==> src/rtl/cdb_arbiter.sv <==
// -----------------------------------------------------------------------------
// cdb_arbiter
//
// Shares the single common data bus (CDB) between the ALU and the load/store
// buffer (LSB). Each source has a small result FIFO that absorbs collisions.
// At most one result is broadcast per cycle from a registered output stage.
// A result that arrives with its FIFO empty and wins arbitration bypasses the
// FIFO. It is broadcast on the next cycle.
//
// Build option:
//   CDB_LSB_PRIORITY_EN  defined   -> LSB wins every contested cycle (no rr)
//                        undefined -> round-robin between ALU and LSB
//
// Ports:
//   clk, rst                  clock (rising edge), async active-low reset
//   rdy                       global enable; low freezes all state
//   is_clear                  mispredict flush (synchronous)
//   alu_valid/val/rob_id      ALU result beat in
//   alu_ready                 ALU FIFO can accept
//   lsb_valid/val/rob_id      LSB result beat in
//   lsb_ready                 LSB FIFO can accept
//   cdb_valid/val/rob_id/src  registered broadcast (src: 0 = ALU, 1 = LSB)
// -----------------------------------------------------------------------------
module cdb_arbiter #(
    parameter int FIFO_DEPTH = 2,
    parameter int DATA_W     = 32,
    parameter int TAG_W      = 4
) (
    input  logic              clk,
    input  logic              rst,
    input  logic              rdy,
    input  logic              is_clear,
    input  logic              alu_valid,
    input  logic [DATA_W-1:0] alu_val,
    input  logic [TAG_W-1:0]  alu_rob_id,
    output logic              alu_ready,
    input  logic              lsb_valid,
    input  logic [DATA_W-1:0] lsb_val,
    input  logic [TAG_W-1:0]  lsb_rob_id,
    output logic              lsb_ready,
    output logic              cdb_valid,
    output logic [DATA_W-1:0] cdb_val,
    output logic [TAG_W-1:0]  cdb_rob_id,
    output logic              cdb_src
);

    localparam int PTR_W = $clog2(FIFO_DEPTH);
    // One extra bit so that a full FIFO is distinguishable from an empty one.
    localparam int CNT_W = PTR_W + 1;
    localparam logic [CNT_W-1:0] FULL_CNT = CNT_W'(FIFO_DEPTH);
    localparam logic [CNT_W-1:0] CNT_ONE  = CNT_W'(1);
    localparam logic [PTR_W-1:0] PTR_ONE  = PTR_W'(1);
    localparam int SRC_ALU = 0;
    localparam int SRC_LSB = 1;

    typedef struct packed {
        logic [TAG_W-1:0]  tag;
        logic [DATA_W-1:0] val;
    } beat_t;

    // Index 0 = ALU, index 1 = LSB throughout.
    beat_t            mem_q    [2][FIFO_DEPTH];
    logic [PTR_W-1:0] rd_ptr_q [2];
    logic [PTR_W-1:0] rd_ptr_d [2];
    logic [PTR_W-1:0] wr_ptr_q [2];
    logic [PTR_W-1:0] wr_ptr_d [2];
    logic [CNT_W-1:0] cnt_q    [2];
    logic [CNT_W-1:0] cnt_d    [2];

    beat_t            in_beat   [2];
    beat_t            cand_beat [2];
    beat_t            win_beat;
    logic [1:0]       in_valid;
    logic [1:0]       ready;
    logic [1:0]       accept;
    logic [1:0]       head_vld;
    logic [1:0]       cand;
    logic [1:0]       gnt;
    logic [1:0]       push;
    logic [1:0]       pop;

    logic              cdb_valid_q;
    logic [DATA_W-1:0] cdb_val_q;
    logic [TAG_W-1:0]  cdb_rob_id_q;
    logic              cdb_src_q;

`ifndef CDB_LSB_PRIORITY_EN
    // Round-robin pointer: source that wins the next contested cycle.
    logic rr_q;
    logic rr_d;
`endif

    assign in_beat[SRC_ALU] = {alu_rob_id, alu_val};
    assign in_beat[SRC_LSB] = {lsb_rob_id, lsb_val};
    assign in_valid         = {lsb_valid, alu_valid};

    // Per-source acceptance and candidate selection. Ready depends only on
    // registered count, so producers never see a path from their own valid.
    always_comb begin
        // NOTE: every output of a combinational block gets a default first so
        // no path can leave it unassigned and infer a latch.
        ready        = '0;
        accept       = '0;
        head_vld     = '0;
        cand         = '0;
        cand_beat[0] = '0;
        cand_beat[1] = '0;
        for (int s = 0; s < 2; s++) begin
            ready[s]     = rdy && rst && (cnt_q[s] < FULL_CNT);
            accept[s]    = in_valid[s] && ready[s] && !is_clear;
            head_vld[s]  = (cnt_q[s] != '0);
            cand[s]      = head_vld[s] || accept[s];
            // A queued head always goes before a new beat from the same source.
            cand_beat[s] = head_vld[s] ? mem_q[s][rd_ptr_q[s]] : in_beat[s];
        end
    end

    assign alu_ready = ready[SRC_ALU];
    assign lsb_ready = ready[SRC_LSB];

    // Arbitration between the two candidates.
    always_comb begin
        gnt  = '0;
`ifndef CDB_LSB_PRIORITY_EN
        rr_d = rr_q;
`endif
        if (cand[SRC_ALU] && cand[SRC_LSB]) begin
`ifdef CDB_LSB_PRIORITY_EN
            gnt[SRC_LSB] = 1'b1;
`else
            gnt[rr_q] = 1'b1;
            // The pointer only moves when both sources were actually competing.
            rr_d      = ~rr_q;
`endif
        end else begin
            gnt = cand;
        end
    end

    assign win_beat = gnt[SRC_LSB] ? cand_beat[SRC_LSB] : cand_beat[SRC_ALU];

    // A granted head pops. An accepted beat is pushed unless it went straight
    // out on the bus, which happens only when its FIFO was empty and it won.
    assign pop  = gnt & head_vld;
    assign push = accept & ~(gnt & ~head_vld);

    always_comb begin
        for (int s = 0; s < 2; s++) begin
            cnt_d[s]    = cnt_q[s];
            rd_ptr_d[s] = rd_ptr_q[s];
            wr_ptr_d[s] = wr_ptr_q[s];
            if (push[s] && !pop[s]) begin
                cnt_d[s] = cnt_q[s] + CNT_ONE;
            end else if (pop[s] && !push[s]) begin
                cnt_d[s] = cnt_q[s] - CNT_ONE;
            end
            // Depth is a power of two, so pointers wrap naturally.
            if (pop[s]) begin
                rd_ptr_d[s] = rd_ptr_q[s] + PTR_ONE;
            end
            if (push[s]) begin
                wr_ptr_d[s] = wr_ptr_q[s] + PTR_ONE;
            end
        end
    end

    // NOTE: sequential state uses non-blocking assignments so every register
    // samples the pre-edge values regardless of statement order.
    always_ff @(posedge clk or negedge rst) begin
        if (!rst) begin
            for (int s = 0; s < 2; s++) begin
                cnt_q[s]    <= '0;
                rd_ptr_q[s] <= '0;
                wr_ptr_q[s] <= '0;
            end
            cdb_valid_q  <= 1'b0;
            cdb_val_q    <= '0;
            cdb_rob_id_q <= '0;
            cdb_src_q    <= 1'b0;
`ifndef CDB_LSB_PRIORITY_EN
            rr_q         <= 1'b0;
`endif
        end else if (rdy) begin
            if (is_clear) begin
                // Flush drops everything queued. The bus data fields keep their
                // last values; only the valid bit is cleared.
                for (int s = 0; s < 2; s++) begin
                    cnt_q[s]    <= '0;
                    rd_ptr_q[s] <= '0;
                    wr_ptr_q[s] <= '0;
                end
                cdb_valid_q <= 1'b0;
`ifndef CDB_LSB_PRIORITY_EN
                rr_q        <= 1'b0;
`endif
            end else begin
                for (int s = 0; s < 2; s++) begin
                    cnt_q[s]    <= cnt_d[s];
                    rd_ptr_q[s] <= rd_ptr_d[s];
                    wr_ptr_q[s] <= wr_ptr_d[s];
                end
                cdb_valid_q <= |gnt;
                if (|gnt) begin
                    cdb_val_q    <= win_beat.val;
                    cdb_rob_id_q <= win_beat.tag;
                    cdb_src_q    <= gnt[SRC_LSB];
                end
`ifndef CDB_LSB_PRIORITY_EN
                rr_q <= rr_d;
`endif
            end
        end
    end

    // NOTE: FIFO storage has no reset; an entry is only read after the count
    // says it was written, so its power-up contents never reach the bus.
    always_ff @(posedge clk) begin
        for (int s = 0; s < 2; s++) begin
            if (push[s]) begin
                mem_q[s][wr_ptr_q[s]] <= in_beat[s];
            end
        end
    end

    assign cdb_valid  = cdb_valid_q;
    assign cdb_val    = cdb_val_q;
    assign cdb_rob_id = cdb_rob_id_q;
    assign cdb_src    = cdb_src_q;

endmodule

==> config.mk <==
export PLATFORM = sky130hd
export DESIGN_NAME = cdb_arbiter
export DESIGN_NICKNAME = d
export VERILOG_FILES = /design/src/rtl/cdb_arbiter.sv
export SDC_FILE = /design/constraint.sdc
export NUM_CORES = 1
export LEC_CHECK = 0
export BUFFER_PORTS_ARGS = -buffer_cell sky130_fd_sc_hd__clkbuf_2
export CORE_ASPECT_RATIO = 0.5
export CORE_MARGIN = 2
export CORE_UTILIZATION = 46
export CTS_BUF_LIST = sky130_fd_sc_hd__clkbuf_4
export DETAILED_ROUTE_END_ITERATION = 12
export PLACE_DENSITY = 0.67
export SLEW_MARGIN = 10
export SYNTH_ARGS = -nofsm -noshare
export SYNTH_HDL_FRONTEND = slang
export SYNTH_SLANG_ARGS = --single-unit
==> constraint.sdc <==
create_clock -name clk -period 4.2 [get_ports clk]
set_input_delay 0.42 -clock clk [delete_from_list [all_inputs] [get_ports clk]]
set_output_delay 0.42 -clock clk [all_outputs]
set_load 0.02 [all_outputs]
======== Word-level counts from Yosys, hierarchy flattened ========
Memory sizes are Yosys's and may differ from the RTL's.
Cells that the tools add are included.
storage, ports and cells
  memories kept ........................... 1
  register bits after elaboration ......... 47
  memory bits (writable) .................. 144
  word-level logic and storage cells ...... 115
memory list
  name   words  bits a word  rd ports  clocked after memory_dff  wr ports  RTL line  RTL
  mem_q  2      72           2         0                         2         62        beat_t mem_q [2][FIFO_DEPTH];
cells by class
  reduce and logical (&&, ||, !) cells .... 40
  bitwise operators ....................... 11
  order comparisons ....................... 10
  $add $sub $neg .......................... 8
  mux-type cells .......................... 34
operators by type and width
  operator                                                                      count
  36-bit two-way mux                                                            11
  72-bit two-way mux                                                            2
  36-bit demux with 1-bit select                                                2
  1-bit logical AND                                                             15
  2-bit two-way mux                                                             7
  2-bit AND reduction                                                           7
  2-bit nonzero test                                                            7
  1-bit two-way mux                                                             10
  2-bit >= comparator, second input constant                                    4
  1-bit NOT with 2-bit output                                                   4
  2-bit AND                                                                     3
  3-bit nonzero test                                                            2
  1-bit logical NOT                                                             5
  1-bit adder, second input constant                                            4
  2-bit by 1-bit adder with 2-bit output, second input constant                 2
  2-bit by 1-bit less-than comparator with 1-bit output, second input constant  2
  2-bit less-than comparator, second input constant                             2
  4-bit two-way mux                                                             1
  2-bit NOT                                                                     2
  2-bit by 1-bit subtractor with 2-bit output, second input constant            2
  3-bit AND reduction                                                           1
  1-bit logical OR                                                              2
  1-bit by 2-bit less-than comparator with 1-bit output, second input constant  1
  1-bit NOT                                                                     2
  3 further kinds                                                               3

======== Depth between registers and ports, before layout ========
  depth after elaboration ................. 15
  depth in mapped cells ................... 8

======== Least setup slack after synthesis ========
OpenSTA, ideal clock, no wires.
  kind .................................... input port to flip-flop
  start point ............................. input rdy
  end point ............................... memory mem_q[0][0] (netlist bit) (enable)
  setup slack ............................. 0.981 ns
  setup time .............................. 0.429 ns
  stages on the path ...................... 5
  required time ........................... 3.771 ns
  arrival time ............................ 2.789 ns
  path through ............................ buf_4 -> nand4b_2 -> a21boi_2 -> o21ai_0 -> nor2_1
RTL lines
  element      RTL line  RTL
  from (decl)  31        input logic rdy,
  to (decl)    62

==> flow_summary_export.csv <==
group,metric,value,unit
layout,syn2layout_area_growth,13.1,%
routing,drcViolationCount,0,
floorplan,design.die.area,19700,um2
yosys,yosys_warnings,0,
layout,nFillCells,1564,
critical_path,cpPeakStageDelay,0.75,ns
routing,dr.pass1.iters,5,
floorplan,dieHeight,100,um
critical_path,endpoint_class_of_the_critical_path,"flop",
timing,max_freq,0.356,GHz
yosys,async_sr_flop_fraction,24.6,%
worst_hold_path,worst_hold_path.num_cells,1,
global_route,globalRouteOverflowTotal,0,
yosys,synth_area_leaders,"sky130_fd_sc_hd__edfxtp_1, sky130_fd_sc_hd__dfrtp_1, sky130_fd_sc_hd__mux2i_1",
critical_path,path_delay_family,"buffers and inverters",
place,hpwl_after_dpl,13.1,mm
routing,initialDrtViolationCount,521,
timing,final_max_slew_viol_count,0,
global_route,grt_antenna_before_repair,1,
timing,fin_worst_skew,0.0353,ns
routing,vias_per_cell,5.92,
yosys,syn-cell-area,8520,um2
timing,hold_violations,0,
critical_path,worst-path-buf-inv,5,
routing,wirelength,20.9,mm
critical_path,r2r.worst_path.cells,5,
timing,final_min_period_over_clock_period,66.8,%
clock_tree,number_of_setup_buffers_added_after_cts,0,
global_route,grt_start_max_net_pins,67,
clock_tree,clk_lat_worst_skew,0.56,ns
clock_tree,clockBufferDepth,2,
power_and_ir_drop,cellPowerDensity,403,nW/um2
critical_path,critical_path_fanout_max,36,
clock_tree,clkSlewWorstSetupHoldPaths,0.19,ns
timing,final.min_clock_period,2.81,ns
status,status,"completed",
floorplan,placeable_area,18300,um2
floorplan,fp-row-count,35,
yosys,synth_sequential_area_ratio,64.6,%
critical_path,worst_setup_path_start_kind,"primary input",
flow_run,cap_viol_max_count,0,
clock_tree,post_cts.resized_instances,0,
global_route,globalRouteTotalUtil,21.5,%
yosys,mappedNetlistNets,726,
clock_tree,tritoncts,"built",
layout,layoutNonFillerInstCount,1004,
yosys,postSynthAreaPerCell,13.1,um2
timing,worst_slew_margin_rel,19.1,%
timing,setup_viol,0,
layout,drive_above_1_share,28.5,%
yosys,synthMostInstantiatedCell,"sky130_fd_sc_hd__edfxtp_1",
clock_tree,cts-htree-levels,4,
global_route,first_global_vias,5743,
floorplan,die_x,196,um
clock_tree,cts.sinks,191,
place,weighted_congestion_at_the_end_of_routability_driven_global_placement,0.816,
critical_path,cp.depth,8,
timing,worstMarginPinSlew,1.21,ns
power_and_ir_drop,leakagePower,3.51,nW
place,place.detailed.instances,963,
critical_path,timing.critical_path.arrival,2.99,ns
critical_path,worstPathCellList,"dlygate4sd3_1 > clkbuf_2 > buf_4 > nand4b_4 > buf_4 > a21oi_1 > o211ai_1 > inv_2",
yosys,ys_seq_elements,191,
clock_tree,cts.root.buffer_cell,"sky130_fd_sc_hd__clkbuf_4",
power_and_ir_drop,irDropWorstVdd,0.206,mV
yosys,synth-edff-count,144,
timing,holdWs,0.0485,ns
timing,fin_tns_setup,0,ns
yosys,synth_common_cells,"sky130_fd_sc_hd__edfxtp_1, sky130_fd_sc_hd__a31oi_1, sky130_fd_sc_hd__nand4_1, sky130_fd_sc_hd__dfrtp_1, sky130_fd_sc_hd__nand2_1",
layout,nets_final,826,
yosys,yosysTopAreaCellShare,50.8,%
routing,route.antenna.remaining_nets,0,
critical_path,path_class,"in2reg",
yosys,dominantRegCellSynth,"sky130_fd_sc_hd__edfxtp_1",
routing,drt_wl_cell,20.8,um
layout,final_util,52.8,%
yosys,synth_largest_area_cell,"sky130_fd_sc_hd__edfxtp_1",
yosys,synth_cells,648,
floorplan,floorplan.initialDensity,46.6,%
routing,detailed_route_via_count,5945,
power_and_ir_drop,fin_total_pwr,3.88,mW
clock_tree,cts_inserted_buffers,17,
critical_path,timing.critical_path.mode_cell,"sky130_fd_sc_hd__buf_4",
critical_path,worst_path_max_delay_cell,"sky130_fd_sc_hd__inv_2",
yosys,netlist-cell-type-count,50,
floorplan,top_level_ports,118,
timing,setup_repair_after_global_routing_missed_its_margin,"false",
critical_path,required_time_at_the_worst_slack_endpoint,4.38,ns
global_route,first_pass_grt_wire_length,32.2,mm
worst_hold_path,holdCritPathClass,"in2reg",
place,portBuffers,117,
==> stage by stage <==
step	instance area [um2]	setup WS [ns]
finish	9640	1.39
global route	9640	1.30
CTS	9580	1.46
detailed placement	9270	1.21
global placement	9270	1.29
floorplan	8520	0.981
==> final timing paths <==
path                                             from                       to  slack, ns
worst max-delay path                              rst  mem_q[0][143]$_DFFE_PP_       1.39
worst min-delay path                      alu_val[29]   mem_q[0][29]$_DFFE_PP_       0.05
worst max register to register   cnt_q[1]$_DFFE_PN0P_  cdb_val[17]$_DFFE_PN0P_       1.50
worst min register to register  cdb_valid$_DFFE_PN0P_    cdb_valid$_DFFE_PN0P_       0.52
max in group asynchronous                         rst  rd_ptr_q[0]$_DFFE_PN0P_       3.34
min in group asynchronous                         rst     cnt_q[1]$_DFFE_PN0P_       0.46
==> metal layers <==
| metal | track usage (%) | vias to the layer above | part of all wire (%) |
|---|---|---|---|
| li1 | - | 2748 | - |
| met2 | 34.9 | 221 | 48 |
| met3 | 3.60 | 26 | 5.7 |
| met1 | 30.3 | 2950 | 46 |
| met5 | 0 | - | 0 |
| met4 | 6.06 | 0 | 1.2 |
==> registers in the layout, summed over array words and instances (netlist names), 2 cells and up <==
register / count
mem_q: 144
cdb_val: 32
cdb_rob_id: 4
cnt_q: 4
rd_ptr_q: 2
wr_ptr_q: 2
==> kinds of logic (layout without fill, tap and decap cells) <==
logic type / Yosys count / after routing / share of synthesized area (%)
and+or+nand+nor: 202 / 202 / 12.7
DFF: 191 / 191 / 64.6
AOI/OAI and AO/OA: 115 / 115 / 9.73
muxes: 76 / 76 / 9.45
buffers and inverters: 63 / 176 / 3.48
xor gates and xnor gates: 1 / 1 / 0.103
other: 0 / 3 / 0
==> area by class of cell <==
cell class / count / area, um2 / share of cell area [%]
sequential: 191 / 5500 / 57.1
multi-input combinational: 394 / 2750 / 28.5
timing repair buffer: 138 / 758 / 7.87
tap: 240 / 300 / 3.12
clock inverter: 15 / 169 / 1.75
clock buffer: 17 / 128 / 1.32
inverter: 6 / 22.5 / 0.234
antenna: 3 / 7.51 / 0.0779
==> report_power, final <==
group          internal (mW)  leakage, nW  switching (mW)
clock network          0.278        0.158           0.717
logic                  0.269         1.49           0.345
registers               2.14         1.86           0.133
==> placed cells by master, fill, tap and decap left out, types with 2 or more instances in the layout <==
master                          synthesis  final
sky130_fd_sc_hd__dlygate4sd3_1          0      6
sky130_fd_sc_hd__a211o_1                2      2
sky130_fd_sc_hd__o311ai_0               2      2
sky130_fd_sc_hd__nor2_4                 0      3
sky130_fd_sc_hd__nor4_1                 3      3
sky130_fd_sc_hd__a22oi_1                7      7
sky130_fd_sc_hd__o221ai_1               2      2
sky130_fd_sc_hd__edfxtp_1             144    144
sky130_fd_sc_hd__nor3_1                 8      8
sky130_fd_sc_hd__nand2_1               45     45
sky130_fd_sc_hd__a2bb2oi_1              7      7
sky130_fd_sc_hd__mux2i_1               41     41
sky130_fd_sc_hd__o31ai_1                2      2
sky130_fd_sc_hd__dfrtp_2                0      2
sky130_fd_sc_hd__mux2_2                35     35
sky130_fd_sc_hd__o21ai_0                3      3
sky130_fd_sc_hd__or2_2                  1      2
sky130_fd_sc_hd__and4b_1                3      3
sky130_fd_sc_hd__nor2b_1                2      2
sky130_fd_sc_hd__inv_8                  0      2
sky130_fd_sc_hd__inv_1                  6      5
sky130_fd_sc_hd__buf_4                  7     15
sky130_fd_sc_hd__nor2_1                38     36
sky130_fd_sc_hd__clkbuf_2               0    117
sky130_fd_sc_hd__clkbuf_4               0     17
sky130_fd_sc_hd__diode_2                0      3
sky130_fd_sc_hd__o22a_1                 7      7
sky130_fd_sc_hd__a31oi_1               57     57
sky130_fd_sc_hd__o211a_1                2      2
sky130_fd_sc_hd__nand4_1               56     56
sky130_fd_sc_hd__nand3_1                7      7
sky130_fd_sc_hd__clkinv_8               0      5
sky130_fd_sc_hd__a21oi_1               12     12
sky130_fd_sc_hd__inv_6                  0      6
sky130_fd_sc_hd__dfrtp_1               47     45
sky130_fd_sc_hd__or3_1                 28     28
sky130_fd_sc_hd__o211ai_1               2      2
==> timing repair <==
item,in CTS,in global routing
endpoints found under the hold margin,47,8
endpoints found under the setup margin,0,0
hold buffers,1,5
No activity file was read; power rests on OpenSTA's default activity.
